`src/rtl/alu_seq_pkg.sv`:
```
// alu_seq_pkg: op codes, FSM states and flag bit positions shared by the alu_seq files
package alu_seq_pkg;
    localparam logic [1:0] OP_ADD = 2'b00;
    localparam logic [1:0] OP_SUB = 2'b01;
    localparam logic [1:0] OP_MUL = 2'b10;
    localparam logic [1:0] OP_DIV = 2'b11;
    typedef enum logic [1:0] {
        ST_IDLE = 2'd0,
        ST_BUSY = 2'd1,
        ST_DONE = 2'd2
    } state_e;
    localparam int FLG_ZERO  = 0;
    localparam int FLG_CARRY = 1;
    localparam int FLG_OVF   = 2;
    localparam int FLG_DIV0  = 3;
endpackage

```
`src/rtl/alu_seq_muldiv_iter.sv`:
```
// alu_seq_muldiv_iter: shared WIDTH-step shift-add multiplier / restoring divider with start/done pulses
module alu_seq_muldiv_iter #(
    parameter int WIDTH = 8
) (
    input  logic               clk_i,
    input  logic               rst_ni,
    input  logic               start_i,
    input  logic               is_div_i,
    input  logic [WIDTH-1:0]   a_i,
    input  logic [WIDTH-1:0]   b_i,
    output logic               done_o,
    output logic [2*WIDTH-1:0] result_o
);
    localparam int CNT_W = $clog2(WIDTH + 1);
    logic               run_q, div_q, div_c, take;
    logic [CNT_W-1:0]   cnt_q;
    logic [2*WIDTH-1:0] acc_q, acc_c, acc_d, y_q, y_c, y_d;
    logic [WIDTH-1:0]   x_q, x_c, x_d;
    logic [WIDTH:0]     rem_sh, rem_sub;
    // one step per cycle; the first step runs on the start edge straight from the operands
    always_comb begin
        div_c    = start_i ? is_div_i : div_q;
        acc_c    = start_i ? '0 : acc_q;
        x_c      = start_i ? a_i : x_q;
        y_c      = start_i ? {{WIDTH{1'b0}}, b_i} : y_q;
        rem_sh   = {acc_c[WIDTH-1:0], x_c[WIDTH-1]};
        rem_sub  = rem_sh - {1'b0, y_c[WIDTH-1:0]};
        take     = rem_sh >= {1'b0, y_c[WIDTH-1:0]};
        acc_d    = div_c ? {{(WIDTH-1){1'b0}}, take ? rem_sub : rem_sh} : acc_c + (x_c[0] ? y_c : '0);
        x_d      = div_c ? {x_c[WIDTH-2:0], take} : x_c >> 1;
        y_d      = div_c ? y_c : y_c << 1;
        done_o   = run_q && cnt_q == CNT_W'(WIDTH - 1);
        result_o = div_c ? {acc_d[WIDTH-1:0], x_d} : acc_d;
    end
    // step registers advance while running; counter counts completed steps and stops at WIDTH
    always_ff @(posedge clk_i or negedge rst_ni) begin
        if (!rst_ni) begin
            run_q <= 1'b0;
            div_q <= 1'b0;
            cnt_q <= '0;
            acc_q <= '0;
            x_q   <= '0;
            y_q   <= '0;
        end else if (start_i || run_q) begin
            run_q <= start_i || !done_o;
            div_q <= div_c;
            cnt_q <= start_i ? CNT_W'(1) : cnt_q + 1'b1;
            acc_q <= acc_d;
            x_q   <= x_d;
            y_q   <= y_d;
        end
    end
endmodule

```
`src/rtl/alu_seq.sv`:
```
// alu_seq: multi-cycle unsigned add/sub/mul/div with valid/ready handshakes on both sides
// Optional {div0, ovf, carry, zero} flags output when ALU_SEQ_FLAGS_EN is defined.
module alu_seq
    import alu_seq_pkg::*;
#(
    parameter int WIDTH = 8
) (
    input  logic               clk_i,
    input  logic               rst_ni,
    input  logic               in_valid_i,
    output logic               in_ready_o,
    input  logic [WIDTH-1:0]   a_i,
    input  logic [WIDTH-1:0]   b_i,
    input  logic [1:0]         op_i,
    output logic               out_valid_o,
    input  logic               out_ready_i,
`ifdef ALU_SEQ_FLAGS_EN
    output logic [3:0]         flags_o,
`endif
    output logic [2*WIDTH-1:0] result_o
);
    state_e             state_q;
    logic               in_ready_q, out_valid_q, md_start, md_done;
    logic [2*WIDTH-1:0] result_q, md_res, as_res;
    logic [WIDTH:0]     sum;
    logic [WIDTH-1:0]   dif;
    // single-cycle add/sub datapath and multi-cycle launch decode
    always_comb begin
        sum      = {1'b0, a_i} + {1'b0, b_i};
        dif      = a_i - b_i;
        as_res   = {{(WIDTH-1){1'b0}}, op_i == OP_SUB ? {1'b0, dif} : sum};
        md_start = state_q == ST_IDLE && in_valid_i && (op_i == OP_MUL || op_i == OP_DIV);
    end
    alu_seq_muldiv_iter #(.WIDTH(WIDTH)) u_iter (
        .clk_i    (clk_i),
        .rst_ni   (rst_ni),
        .start_i  (md_start),
        .is_div_i (op_i == OP_DIV),
        .a_i      (a_i),
        .b_i      (b_i),
        .done_o   (md_done),
        .result_o (md_res)
    );
    // control FSM: registered handshake outputs, result captured on completion and held until taken
    always_ff @(posedge clk_i or negedge rst_ni) begin
        if (!rst_ni) begin
            state_q     <= ST_IDLE;
            in_ready_q  <= 1'b1;
            out_valid_q <= 1'b0;
            result_q    <= '0;
        end else begin
            case (state_q)
                ST_IDLE: if (in_valid_i) begin
                    state_q     <= md_start ? ST_BUSY : ST_DONE;
                    in_ready_q  <= 1'b0;
                    out_valid_q <= !md_start;
                    if (!md_start) result_q <= as_res;
                end
                ST_BUSY: if (md_done) begin
                    state_q     <= ST_DONE;
                    out_valid_q <= 1'b1;
                    result_q    <= md_res;
                end
                ST_DONE: if (out_ready_i) begin
                    state_q     <= ST_IDLE;
                    in_ready_q  <= 1'b1;
                    out_valid_q <= 1'b0;
                end
                default: begin
                    state_q     <= ST_IDLE;
                    in_ready_q  <= 1'b1;
                    out_valid_q <= 1'b0;
                end
            endcase
        end
    end
    assign in_ready_o  = in_ready_q;
    assign out_valid_o = out_valid_q;
    assign result_o    = result_q;
`ifdef ALU_SEQ_FLAGS_EN
    logic [3:0] flags_q, as_flg, md_flg;
    logic       div_q, bz_q;
    // flag values for the single-cycle and iterative result paths
    always_comb begin
        as_flg            = '0;
        as_flg[FLG_ZERO]  = as_res == '0;
        as_flg[FLG_CARRY] = op_i == OP_SUB ? a_i < b_i : sum[WIDTH];
        md_flg            = '0;
        md_flg[FLG_ZERO]  = md_res == '0;
        md_flg[FLG_OVF]   = !div_q && md_res[2*WIDTH-1:WIDTH] != '0;
        md_flg[FLG_DIV0]  = div_q && bz_q;
    end
    // flags load with the result and hold with it
    always_ff @(posedge clk_i or negedge rst_ni) begin
        if (!rst_ni) begin
            flags_q <= '0;
            div_q   <= 1'b0;
            bz_q    <= 1'b0;
        end else if (state_q == ST_IDLE && in_valid_i) begin
            div_q <= op_i == OP_DIV;
            bz_q  <= b_i == '0;
            if (!md_start) flags_q <= as_flg;
        end else if (state_q == ST_BUSY && md_done) begin
            flags_q <= md_flg;
        end
    end
    assign flags_o = flags_q;
`endif
endmodule
```
`config.mk`:
```
export PLATFORM = sky130hd
export DESIGN_NAME = alu_seq
export DESIGN_NICKNAME = d
export VERILOG_FILES = /design/src/rtl/alu_seq_pkg.sv /design/src/rtl/alu_seq_muldiv_iter.sv /design/src/rtl/alu_seq.sv
export SDC_FILE = /design/constraint.sdc
export NUM_CORES = 1
export LEC_CHECK = 0
export ABC_CLOCK_PERIOD_IN_PS = 4900
export CAP_MARGIN = 10
export CORE_ASPECT_RATIO = 0.75
export CORE_MARGIN = 2
export CORE_UTILIZATION = 55
export DETAILED_ROUTE_END_ITERATION = 8
export GPL_TIMING_DRIVEN = 0
export PLACE_DENSITY = 0.85
export SLEW_MARGIN = 20
export SYNTH_ARGS = -nofsm -noshare
export SYNTH_HDL_FRONTEND = slang
export SYNTH_SLANG_ARGS = --single-unit
```
`constraint.sdc`:
```
create_clock -name clk_i -period 4.9 [get_ports clk_i]
set_clock_uncertainty 0.15 [all_clocks]
set_input_delay 0.735 -clock clk_i [delete_from_list [all_inputs] [get_ports clk_i]]
set_output_delay 0.735 -clock clk_i [all_outputs]
set_load 0.03 [all_outputs]
```
* After elaboration in Yosys (flattened, before gate mapping)
Index checks and enable logic that the tools add are counted.
Word-level totals: output and inout port bits 18, bits in registers 66, input bits 22, logic and storage cells 68
Cells by class: equal/unequal tests 10, $add $sub $neg 5, reduce and logical (&&, ||, !) cells 13, mux-type cells 28, bitwise logic cells 1, $lt $le $gt $ge 1
Operator list (count):
- 16-bit two-way mux | 9
- 16-bit one-hot mux with 2 select lines | 1
- 9-bit two-way mux | 2
- 16-bit adder | 1
- 8-bit two-way mux | 2
- 8-bit by 8-bit adder with 9-bit output | 1
- 9-bit by 8-bit >= comparator with 1-bit output | 1
- 9-bit by 8-bit subtractor with 9-bit output | 1
- 2-bit two-way mux | 4
- 8-bit subtractor | 1
- 2-bit equality test, second input constant | 3
- 1-bit two-way mux | 6
- 2-bit inequality test, second input constant | 3
- 1-bit one-hot mux with 3 select lines | 2
- 2-bit one-hot mux with 3 select lines | 1
- 3-bit AND reduction | 2
- 4-bit by 1-bit adder with 4-bit output, second input constant | 1
- 2-bit by 1-bit equality test with 1-bit output, second input constant | 2
- 4-bit by 3-bit equality test with 1-bit output, second input constant | 1
- 4-bit two-way mux | 1
- 4-bit AND reduction | 1
- 1-bit logical AND | 3
- 1-bit logical OR | 3
- 1-bit zero test | 2
- other kinds (4) | 4

* Longest topological paths before layout
Gate-level depths: netlist of run 1.
depth in word-level cells 10, gate-level depth with buffers 18, mapped depth without buffers 15

* By module
From an unflattened synthesis of run 1, not the netlist that was laid out.
Second synthesis, totals: cell total of the unflattened synthesis 656, area total of the unflattened synthesis 5505.3 um^2
Modules (own cells, without submodules):
- alu_seq_muldiv_iter | sequential area each 1151.1 um^2, cells an instance 475, area an instance 3932.5 um^2, instances 1
- alu_seq | sequential area each 476.7 um^2, cells an instance 181, area an instance 1572.8 um^2, instances 1

* Worst setup path after synthesis of run 1
Ideal clock, no wire load.
path kind in2reg, from in op_i[1], to reg result_q[12] (netlist: result_o[12]), buffers on the path 4, data arrival time 3.937 ns, setup slack 0.692 ns, setup time 0.121 ns, cell stages on the path 18, data required time 4.629 ns, path through nand4bb_1 -> buf_2 -> buf_2 -> buf_1 -> buf_1 -> nor2_1 -> a21oi_1 -> nor2_1 -> ha_1 -> a21o_1 -> a21o_1 -> a21o_1 -> or3b_1 -> o211ai_1 -> nand2b_1 -> xnor2_1 -> a21oi_1 -> a22o_1
On the way: longest elaborated chain between the ends 10, elaborated cells between the ends (all ways) 19, those cells by class add/sub (2); order compare (1); eq/ne (3); mux (10); reduce/logical (3)
Ends and longest elaborated chain:
- start: declaration | RTL line alu_seq.sv:14 | input logic [1:0] op_i,
- 2-bit equality test (on tied branches) | RTL line alu_seq.sv:32, alu_seq.sv:38
- 1-bit logical OR | RTL line alu_seq.sv:32 | md_start = state_q == ST_IDLE && in_valid_i && (op_i == OP_MUL || op_i == OP_DIV);
- 1-bit logical AND | RTL line alu_seq.sv:32
- 16-bit two-way mux, or another cell as far along | RTL line alu_seq_muldiv_iter.sv:25 | y_c = start_i ? {{WIDTH{1'b0}}, b_i} : y_q;
- 16-bit two-way mux, or another cell as far along | RTL line alu_seq_muldiv_iter.sv:29 | acc_d = div_c ? {{(WIDTH-1){1'b0}}, take ? rem_sub : rem_sh} : acc_c + (x_c[0] ? y_c : '0);
- 16-bit adder or 9-bit two-way mux (tied branches) | RTL line alu_seq_muldiv_iter.sv:29
- 16-bit two-way mux | RTL line alu_seq_muldiv_iter.sv:29
- 16-bit two-way mux | RTL line alu_seq_muldiv_iter.sv:33 | result_o = div_c ? {acc_d[WIDTH-1:0], x_d} : acc_d;
- 16-bit two-way mux | RTL line alu_seq.sv:59 | ST_BUSY: if (md_done) begin
- 16-bit one-hot mux with 2 select lines | RTL line alu_seq.sv:52 | case (state_q)
- end signal: assignment | RTL line alu_seq.sv:57 | if (!md_start) result_q <= as_res;
- end signal: assignment | RTL line alu_seq.sv:62 | result_q <= md_res;
- end: declaration | RTL line alu_seq.sv:24 | logic [2*WIDTH-1:0] result_q, md_res, as_res;
Parallel ways exist; a longest one is shown, timed or not. The select of a mux whose other input is x is not followed. A chain may end at the register's enable or synchronous reset.

* Worst setup path in the final report of run 1
from in op_i[1], to reg result_q[14] (netlist: result_o[14])
The elaborated chain is that of the path after synthesis.

==> results.md, run 1 <==
- Worst-margin pin slew: 944 ps
- Minimum clock period: 4770 ps
- Distinct cell type count of the synthesized netlist: 66
- Synth Area in Compound Gates: 23.1%
- Mapped Nets: 733
- Via-per-instance ratio: 6.49
- Die area: 10600 um2
- Area delta synth->final: 18.6%
- # H-tree levels: 3
- CTS Buffer Depth: 2
- Clock transition at the registers of the reported paths: 60 ps
- Vias in the first global route: 5248
- Design Area, Final: 6360 um2
- Max Fclk: 0.210 GHz
- Final setup margin: 133 ps
- Die Width: 118 um
- Family with the most delay on the worst path: compound AO/OA/AOI/OAI gates
- Fin crit share: 97.3%
- Max-Cap Viols: 0
- Initial core utilization: 56.0%
- Synth Area per Inst: 7.92 um2
- Detailed Route Iter0 Violations: 633
- Reg-to-Reg Start: state_q[0]$_DFFE_PN0P_
- Crit Path Class: input port to flop
- Post-synth EDFFs: 0
- Min-delay worst type: input port to asynchronous set/reset pin
- WP buf/inv: 5
- Worst slew margin: 36.8%
- CTS buffer count: 9
- Post-Route WL: 19400 um
- ANT cells: 0
- Sequential area share after synthesis: 30.4%
- First-pass GRT wire length: 29500 um
- CP Cell Sequence: clkdlybuf4s50_1, nand4bb_1, buf_6, buf_6, buf_6, buf_6, nor2_1, a21oi_2, nor2_1, ha_1, a21o_1, a21o_1, a21o_1, or3b_1, o211ai_1, a21oi_1, xnor2_1, a211oi_2, a21o_1
- Status: finished, final reports clean
- DRT Pass-1 Iters: 7
- GR Overflow Total: 0
- Total track usage: 36.9%
- Initial antenna violation count: 0
- Cells after Synth: 677
- I/O pin count: 40
- GPL Wtd Cong: 1.01
- Worst setup EP type: flop
- Port Buffers: 39
- Setup tns final: 0 ps
- WP data required: 4980 ps
- Synth Area in Adders: 8.61%
- RSZ-0062 raised after global routing: no
- Die H: 89.5 um
- Flop pwr share: 19.2%
- Setup crit start kind: input port
- Hold slack: 89.2 ps
- Root Driver: clkbuf_16
- Detailed-placement wirelength estimate: 14300 um
- Post-synthesis register bit count: 65
- Final setup fails: 0
- PD cells: 811 nW/um2
- Main synth FF type: dfrtp_1
- Share of layout cells above drive strength 1: 7.36%
- Worst Reg-to-Reg Cells: 18
- DRC Markers: 0
- Psw: 2.68 mW
- TritonCTS clock tree: yes
- Peak supply drop: 0.388 mV
- Power Internal: 2.47 mW
- Avg WL per Cell: 22.3 um
- DP Worst Slack: -1490 ps
- Largest stage delay on the critical path: 490 ps
- Synthesized area: 5360 um2
- Reg2reg setup slack: 470 ps
- Net count, final: 785
- Critical path arrival: 4850 ps
- Slew Limit Fails: 0
- Number of synthesis warnings: 0
- ANT nets after route: 0
- Reg2Reg Capture Point: result_o[14]$_DFFE_PN0P_
- Final Hold Fails: 0
- Via count: 5621
- Sink Count: 65
- Final Util: 66.3%
- Combinational share of power: 67.5%
- Post-synthesis mux area share: 3.94%
- Share of flip-flops with an asynchronous set or reset: 100%
- Clk Latency, worst-skew pair: 340 ps
- Pin count of the biggest net entering global routing: 56
- CP max stage cell: clkdlybuf4s50_1
- Num rows: 31
- Clock group share of total power: 13.2%
- Leakage: 2.89 nW
- Switching Fraction: 52.1%
- Crit Path Max Fanout: 10
- XOR/XNOR share of the synthesized area: 6.37%
- Core area: 9580 um2
- Synth Area in Simple Gates: 23.0%
- DP Area: 5940 um2
- Largest family of logic cells by synthesized area: compound AO/OA/AOI/OAI gates
## power groups by stage
stage	logic (mW)	clock network, mW	registers (mW)
floorplan	2.23	0	1.03
global placement	3.17	0	0.966
detailed placement	3.24	0	0.983
CTS	3.34	0.684	0.978
global route	3.75	0.705	1.01
finish	3.48	0.683	0.992
## routing by layer
metal	GRT usage, %	wire length [um]
met5	0	0
met1	50.9	7960
met3	9.18	2510
met2	57.1	8250
met4	12.9	632
## logic make-up (layout without fill, tap and decap cells)
logic type | count (synthesis) | after routing
AO/OA/AOI/OAI | 192 | 192
XOR/XNOR | 39 | 39
adder cells (fa/ha/maj) | 36 | 36
buffers and inverters | 63 | 120
flip-flops | 65 | 65
multiplexers | 21 | 21
AND/OR/NAND/NOR | 261 | 261
## registers in the layout, indices dropped and copies added (netlist names)
name,count
result_o,16
u_iter.acc_q,16
u_iter.y_q,16
u_iter.x_q,8
u_iter.cnt_q,4
state_q,2
in_ready_o,1
u_iter.div_q,1
u_iter.run_q,1
## stage by stage
stage / instances / power, mW
final: 866 / 5.15
after global routing: 866 / 5.46
after CTS: 865 / 5.00
after detailed placement: 849 / 4.22
after global placement: 848 / 4.14
after floorplan: 677 / 3.25
## how the worst max path moves through the flow
stage	slack, ps	endpoint	depth (start not counted)	startpoint
after floorplan	690	result_o[12]$_DFFE_PN0P_	18	op_i[1]
after global routing	5	result_o[14]$_DFFE_PN0P_	19	op_i[1]
after detailed placement	-1490	u_iter.acc_q[2]$_DFFE_PN0P_	16	op_i[1]
final	130	result_o[14]$_DFFE_PN0P_	19	op_i[1]
after CTS	20	result_o[14]$_DFFE_PN0P_	19	op_i[1]
after global placement	-1340	u_iter.acc_q[2]$_DFFE_PN0P_	16	op_i[1]
## synthesized netlist by cell type, drive strengths merged (2+ instances only)
cell type / instances / area, um2
a311oi: 2 / 17.5
inv: 25 / 93.8
and3: 12 / 80.1
nor4: 5 / 31.3
and2: 16 / 100
nor2: 83 / 312
a211o: 2 / 17.5
mux2i: 20 / 200
dfrtp: 64 / 1600
o21bai: 7 / 56.3
a21o: 13 / 97.6
a2111oi: 3 / 32.5
nand4: 3 / 18.8
buf: 14 / 67.6
nand2b: 10 / 62.6
a31oi: 11 / 75.1
o211ai: 6 / 45.0
o21a: 2 / 15.0
o31ai: 9 / 67.6
a211oi: 10 / 80.1
or3: 2 / 12.5
a21oi: 63 / 315
nor2b: 9 / 56.3
o21ai: 40 / 200
clkbuf: 24 / 90.1
xor2: 16 / 140
a22oi: 3 / 22.5
xnor2: 23 / 201
a22o: 7 / 61.3
a221oi: 3 / 32.5
or4: 3 / 22.5
nand2: 79 / 297
fa: 2 / 40.0
nand3: 12 / 60.1
nor3b: 5 / 37.5
maj3: 2 / 21.3
ha: 32 / 400
nor3: 17 / 85.1
## layout make-up
class | instances | area [um2]
sequential | 65 | 1630
tap | 132 | 165
buffer | 38 | 194
fill | 834 | 3220
clock buffer | 9 | 225
multi-input combinational | 549 | 3540
clock inverter | 7 | 82.6
timing repair buffer | 41 | 423
inverter | 25 | 93.8
## timing repair
item,CTS,global route
setup endpoints to repair,28,11
hold buffers,0,0
setup buffers,0,1
pin swaps,0,2
gates resized for setup,18,11
## placed cells by master (no fill, tap or decap), types with 10 or more instances in the layout
cell type and count:
and2_1 16, nand2b_1 10, and3_1 11, nand3_1 12, a31oi_1 10, xnor2_1 23
a21o_1 13, clkbuf_1 20, xor2_1 16, inv_1 25, nor3_1 16, nand2_1 79
a21oi_1 61, mux2i_1 19, nor2_1 83, ha_1 32, clkdlybuf4s50_1 38, dfrtp_1 64
o21ai_0 31
Note: power is estimated with default switching activity, not from simulation.
==> run 2: changes to the inputs <==
Settings changed: CORE_ASPECT_RATIO 0.75 to default.
==> run 2 against run 1 <==
Against the previous run:
- power is 4.4% lower
- flip-flop and latch count stayed put
- via count is 1.5% lower
- final area is 1.6% lower
- die area hardly changed
- worst hold slack worse by 46 ps
- non-clock buffer count is 1 higher
- global-route usage is 1.1 points higher
- count of clock-buffer cells in the layout stayed put
- critical path type unchanged
==> results.md, run 2 (synthesis results as in run 1) <==
- DRC Markers: 0 (unchanged)
- Worst-margin pin slew: 832 ps (-112 ps)
- Die Width: 103 um (-13%)
- Design Area, Final: 6250 um2 (-1.6%)
- Net count, final: 786 (+0.13%)
- Layout Cells excl Fill: 868 (+0.23%)
- DRT Pass-1 Iters: 8 (+1)
- First-pass GRT wire length: 29700 um (+0.66%)
- Final setup margin: 140 ps (+7.32 ps)
- Worst setup EP type: flop
- Min-delay worst type: input port to asynchronous set/reset pin
- I/O pin count: 40 (unchanged)
- CTS Buffer Depth: 2 (unchanged)
- Reg2reg setup slack: 470 ps (about the same)
- Commonest non-fill, non-tap cell in the layout: nor2_1
- Most frequent cells in the layout: nor2_1 (83), nand2_1 (79), dfrtp_1 (64)
- Initial antenna violation count: 0 (unchanged)
- RSZ-0062 raised after global routing: no
- Fin crit share: 97.1% (-0.15 points)
- Vias in the first global route: 5406 (+3.0%)
- GPL Wtd Cong: 0.992 (-1.9%)
- Minimum clock period: 4760 ps (-7.32 ps)
- ANT nets after route: 0 (unchanged)
- Worst slew margin: 44.3% (+7.5 points)
- Via-per-instance ratio: 6.38 (-1.7%)
- Detailed Route Iter0 Violations: 497 (-21%)
- Clock transition at the registers of the reported paths: 90 ps (+30 ps)
- # H-tree levels: 3 (unchanged)
- Port Buffers: 39 (unchanged)
- WP data required: 4990 ps (about the same)
- Die H: 103 um (+15%)
- TritonCTS clock tree: yes
- Final Hold Fails: 0 (unchanged)
- Initial core utilization: 55.9% (-0.080 points)
- Max-Cap Viols: 0 (unchanged)
- Setup crit start kind: input port
- PD cells: 788 nW/um2 (-2.8%)
- Leakage: 2.84 nW (-1.6%)
- Die area: 10600 um2 (about the same)
- Clk Latency, worst-skew pair: 370 ps (+30 ps)
- ANT cells: 0 (unchanged)
- Avg WL per Cell: 22.0 um (-1.4%)
- Post-Route WL: 19100 um (-1.2%)
- CTS buffer count: 9 (unchanged)
- Critical path arrival: 4850 ps (about the same)
- Slew Limit Fails: 0 (unchanged)
- Crit Path Class: input port to flop
- DP Area: 5940 um2 (unchanged)
- Max Fclk: 0.210 GHz (+0.15%)
- Inst Count DP: 850 (+0.12%)
- Total track usage: 38.0% (+1.1 points)
- Detailed-placement wirelength estimate: 14100 um (-1.8%)
- Via count: 5536 (-1.5%)
- DP Worst Slack: -1620 ps (-135 ps)
- Pin count of the biggest net entering global routing: 57 (+1.8%)
- Crit Path Max Fanout: 10 (unchanged)
- Num rows: 36 (+16%)
- GR Overflow Total: 0 (unchanged)
- Core area: 9590 um2 (+0.14%)
- Root Driver: clkbuf_8
- Final setup fails: 0 (unchanged)
- Area delta synth->final: 16.6%
- Share of layout cells above drive strength 1: 7.35% (-0.010 points)
- Status: finished, final reports clean
- Sink Count: 65 (unchanged)
- Hold slack: 42.9 ps (-46.2 ps)
- Peak supply drop: 0.443 mV (+14%)
==> run 2: report_power, final <==
group | switching, mW | total (mW) | internal, mW
registers | 0.185 | 0.969 | 0.785
logic | 2.18 | 3.47 | 1.30
clock network | 0.248 | 0.487 | 0.239
total | 2.61 | 4.93 | 2.32
==> run 2: timing repair <==
action | 4_1_cts | 5_1_grt
hold buffers | 0 | 0
pin swaps | 0 | 2
setup buffers | 0 | 2
setup endpoints to repair | 28 | 19
cloned | 0 | 0
resized for setup | 15 | 16
==> run 2: cell type report <==
class                      count  area, um2
buffer                        38        188
tap                          133        166
fill                         866       3340
timing repair buffer          42        430
clock buffer                   9        124
sequential                    65       1630
multi-input combinational    549       3550
inverter                      25       93.8
clock inverter                 7       76.3
==> run 2: per-stage QoR <==
step	TNS, ps	utilization [%]	total power [mW]
after floorplan	0	-	3.25
after global placement	-33590	61.7	4.15
after detailed placement	-33570	61.9	4.20
after CTS	0	64.5	4.75
after global routing	0	65.2	5.25
final	0	65.2	4.93
==> run 2: worst paths after layout <==
| check | start | cells after the start | end |
|---|---|---|---|
| min | rst_ni | 1 | u_iter.y_q[2]$_DFFE_PN0P_ |
| max | op_i[1] | 19 | result_o[12]$_DFFE_PN0P_ |
| max in group asynchronous | rst_ni | 2 | in_ready_o$_DFFE_PN1P_ |
| max reg2reg | state_q[0]$_DFFE_PN0P_ | 18 | result_o[12]$_DFFE_PN0P_ |
| min reg2reg | u_iter.acc_q[6]$_DFFE_PN0P_ | 2 | u_iter.acc_q[6]$_DFFE_PN0P_ |
| min in group clk_i | u_iter.acc_q[6]$_DFFE_PN0P_ | 2 | u_iter.acc_q[6]$_DFFE_PN0P_ |
==> run 2: metal layers <==
layer  vias to the layer above  share of wire (%)  GRT usage [%]
met1                      2603                 41           50.2
met5                         -                  0              0
met4                         0                6.5           22.5
met3                        94                8.6           7.66
li1                       2518                  -              -
met2                       321                 44           58.0
==> run 2: critical path, cell delays in order <==
cell	delay, ps
clkdlybuf4s50_1	490
nand4bb_1	140
buf_4	220
buf_4	240
buf_6	190
buf_4	210
nor2_1	70
a21oi_2	200
nor2_1	80
ha_1	350
a21o_1	180
a21o_1	180
a21o_1	200
or3b_1	350
o211ai_1	290
nand2b_1	170
xnor2_2	190
a21oi_1	110
a22o_1	240
==> run 3: changes to the inputs <==
Settings changed: CORE_UTILIZATION 55 to 45, CTS_CLUSTER_DIAMETER from default to 40, PLACE_DENSITY 0.85 to 0.73.
==> run 3 against run 2 <==
Against the previous run:
- routed wire length rose by 2.7%
- die area rose by 21%
- sequential share of layout area fell by 0.45 points
- via count fell by 0.13%
- maximum frequency fell by 0.63%
- combinational power barely moved
- critical endpoint is now result_o[9]$_DFFE_PN0P_
- largest power group unchanged
==> results.md, run 3 (synthesis results as in run 1) <==
- Max-Cap Viols: 0 (unchanged)
- Pin count of the biggest net entering global routing: 55 (-3.5%)
- Design Area, Final: 6360 um2 (+1.8%)
- Hold slack: 84.3 ps (+41.3 ps)
- Core area: 11500 um2 (+20%)
- Root Driver: clkbuf_16
- Number of setup buffers added after CTS: 0 (unchanged)
- Share of layout cells above drive strength 1: 7.23% (-0.12 points)
- Max Fclk: 0.209 GHz (-0.63%)
- Crit Path Max Fanout: 10 (unchanged)
- WP data required: 4950 ps (-40 ps)
- Port Buffers: 39 (unchanged)
- GPL Wtd Cong: 0.970 (-2.2%)
- # H-tree levels: 3 (unchanged)
- Largest stage delay on the critical path: 560 ps (+70 ps)
- Final setup fails: 0 (unchanged)
- Initial core utilization: 46.6% (-9.3 points)
- Fin crit share: 97.8% (+0.61 points)
- Post-Route WL: 19600 um (+2.7%)
- Final Hold Fails: 0 (unchanged)
- CTS Buffer Depth: 2 (unchanged)
- First-pass GRT wire length: 31100 um (+4.9%)
- Avg WL per Cell: 22.4 um (+1.8%)
- Crit Path Class: input port to flop
- Vias in the first global route: 5393 (-0.24%)
- DRT Pass-1 Iters: 7 (-1)
- Detailed-placement wirelength estimate: 14500 um (+2.8%)
- DRC Markers: 0 (unchanged)
- RSZ-0062 raised after global routing: no
- Leakage: 2.88 nW (+1.5%)
- Detailed Route Iter0 Violations: 687 (+38%)
- GR Overflow Total: 0 (unchanged)
- Worst setup EP type: flop
- CP Cell Sequence: clkdlybuf4s50_1, and4bb_1, clkbuf_4, clkbuf_4, mux2i_2, ha_1, inv_1, o21ai_0, nor3_1, a31o_2, o21bai_4, nand2_1, buf_2, a211oi_1, o31ai_1
- Setup crit start kind: input port
- Sink Count: 65 (unchanged)
- Die Width: 113 um (+10%)
- PD cells: 809 nW/um2 (+2.7%)
- DP Area: 5960 um2 (+0.21%)
- Worst slew margin: 43.1% (-1.2 points)
- Most used cell, CP: clkbuf_4
- I/O pin count: 40 (unchanged)
- CP max stage cell: a211oi_1
- Net count, final: 784 (-0.25%)
- Min-delay worst type: input port to asynchronous set/reset pin
- Minimum clock period: 4790 ps (+30.1 ps)
- Num rows: 39 (+8.3%)
- Slew Limit Fails: 0 (unchanged)
- WP buf/inv: 5 (unchanged)
- Most frequent cells in the layout: nor2_1 (83), nand2_1 (79), dfrtp_1 (64)
- ANT cells: 0 (unchanged)
- Clock transition at the registers of the reported paths: 70 ps (-20 ps)
- Via-per-instance ratio: 6.31 (-1.0%)
- Clk Latency, worst-skew pair: 350 ps (-20 ps)
- Peak supply drop: 0.389 mV (-12%)
- TritonCTS clock tree: yes
- ANT nets after route: 0 (unchanged)
- Worst-margin pin slew: 850 ps (+18.3 ps)
- Initial antenna violation count: 0 (unchanged)
- Critical path arrival: 4840 ps (about the same)
- Die H: 113 um (+10%)
- Area delta synth->final: 18.7%
- Total track usage: 31.8% (-6.2 points)
- Family with the most delay on the worst path: buffers and inverters
- CTS buffer count: 9 (unchanged)
- Commonest non-fill, non-tap cell in the layout: nor2_1
- Status: finished, final reports clean
- Via count: 5529 (-0.13%)
- Die area: 12800 um2 (+21%)
-- run 3: metal layers --
layer | routed length (um) | vias to the layer above | part of all wire (%) | GRT usage, %
met5 | 0 | - | 0 | 0
met4 | 738 | 0 | 3.8 | 13.1
met3 | 1620 | 60 | 8.3 | 4.50
met2 | 8710 | 311 | 44 | 48.8
met1 | 8560 | 2660 | 44 | 45.2
li1 | - | 2498 | - | -
-- run 3: path summary, 6_finish.rpt --
kind / slack, ps / endpoint / cells after the start / start
worst max-delay path: 110 / result_o[9]$_DFFE_PN0P_ / 15 / op_i[1]
min in group clk_i: 320 / u_iter.x_q[1]$_DFFE_PN0P_ / 2 / u_iter.x_q[1]$_DFFE_PN0P_
max in group asynchronous: 3920 / in_ready_o$_DFFE_PN1P_ / 2 / rst_ni
worst min-delay path: 80 / u_iter.acc_q[3]$_DFFE_PN0P_ / 1 / rst_ni
worst max register to register: 500 / result_o[9]$_DFFE_PN0P_ / 14 / state_q[0]$_DFFE_PN0P_
worst min register to register: 320 / u_iter.x_q[1]$_DFFE_PN0P_ / 2 / u_iter.x_q[1]$_DFFE_PN0P_
-- run 3: timing repair --
item                                    4_1_cts  5_1_grt
endpoints found under the setup margin       29       18
pin swaps                                     0        3
hold buffers                                  0        0
gates resized for setup                      13       19
gates cloned                                  0        0
-- run 3: where the power goes --
part / internal, mW / switching (mW)
logic: 1.28 / 2.22
registers: 0.786 / 0.187
clock network: 0.398 / 0.276
-- run 3: layout make-up --
type	count	area, um2
Buffer	38	195
Inverter	25	93.8
Clock buffer	9	225
Timing Repair Buffer	40	415
Clock inverter	7	77.6
Fill cell	1087	5150
Tap cell	143	179
Multi-Input combinational cell	549	3550
Sequential cell	65	1630
-- run 3: through the flow --
stage          cells  TNS, ps  setup WS, ps  power [mW]  utilization (%)
3_5_place_dp     860   -31680         -1460        4.25             51.7
4_1_cts          876        0          39.0        4.97             54.6
2_1_floorplan    677        0           692        3.25                -
3_3_place_gp     859   -30440         -1410        4.21             51.5
6_report         876        0           110        5.15             55.2
5_1_grt          876        0          1.76        5.48             55.2
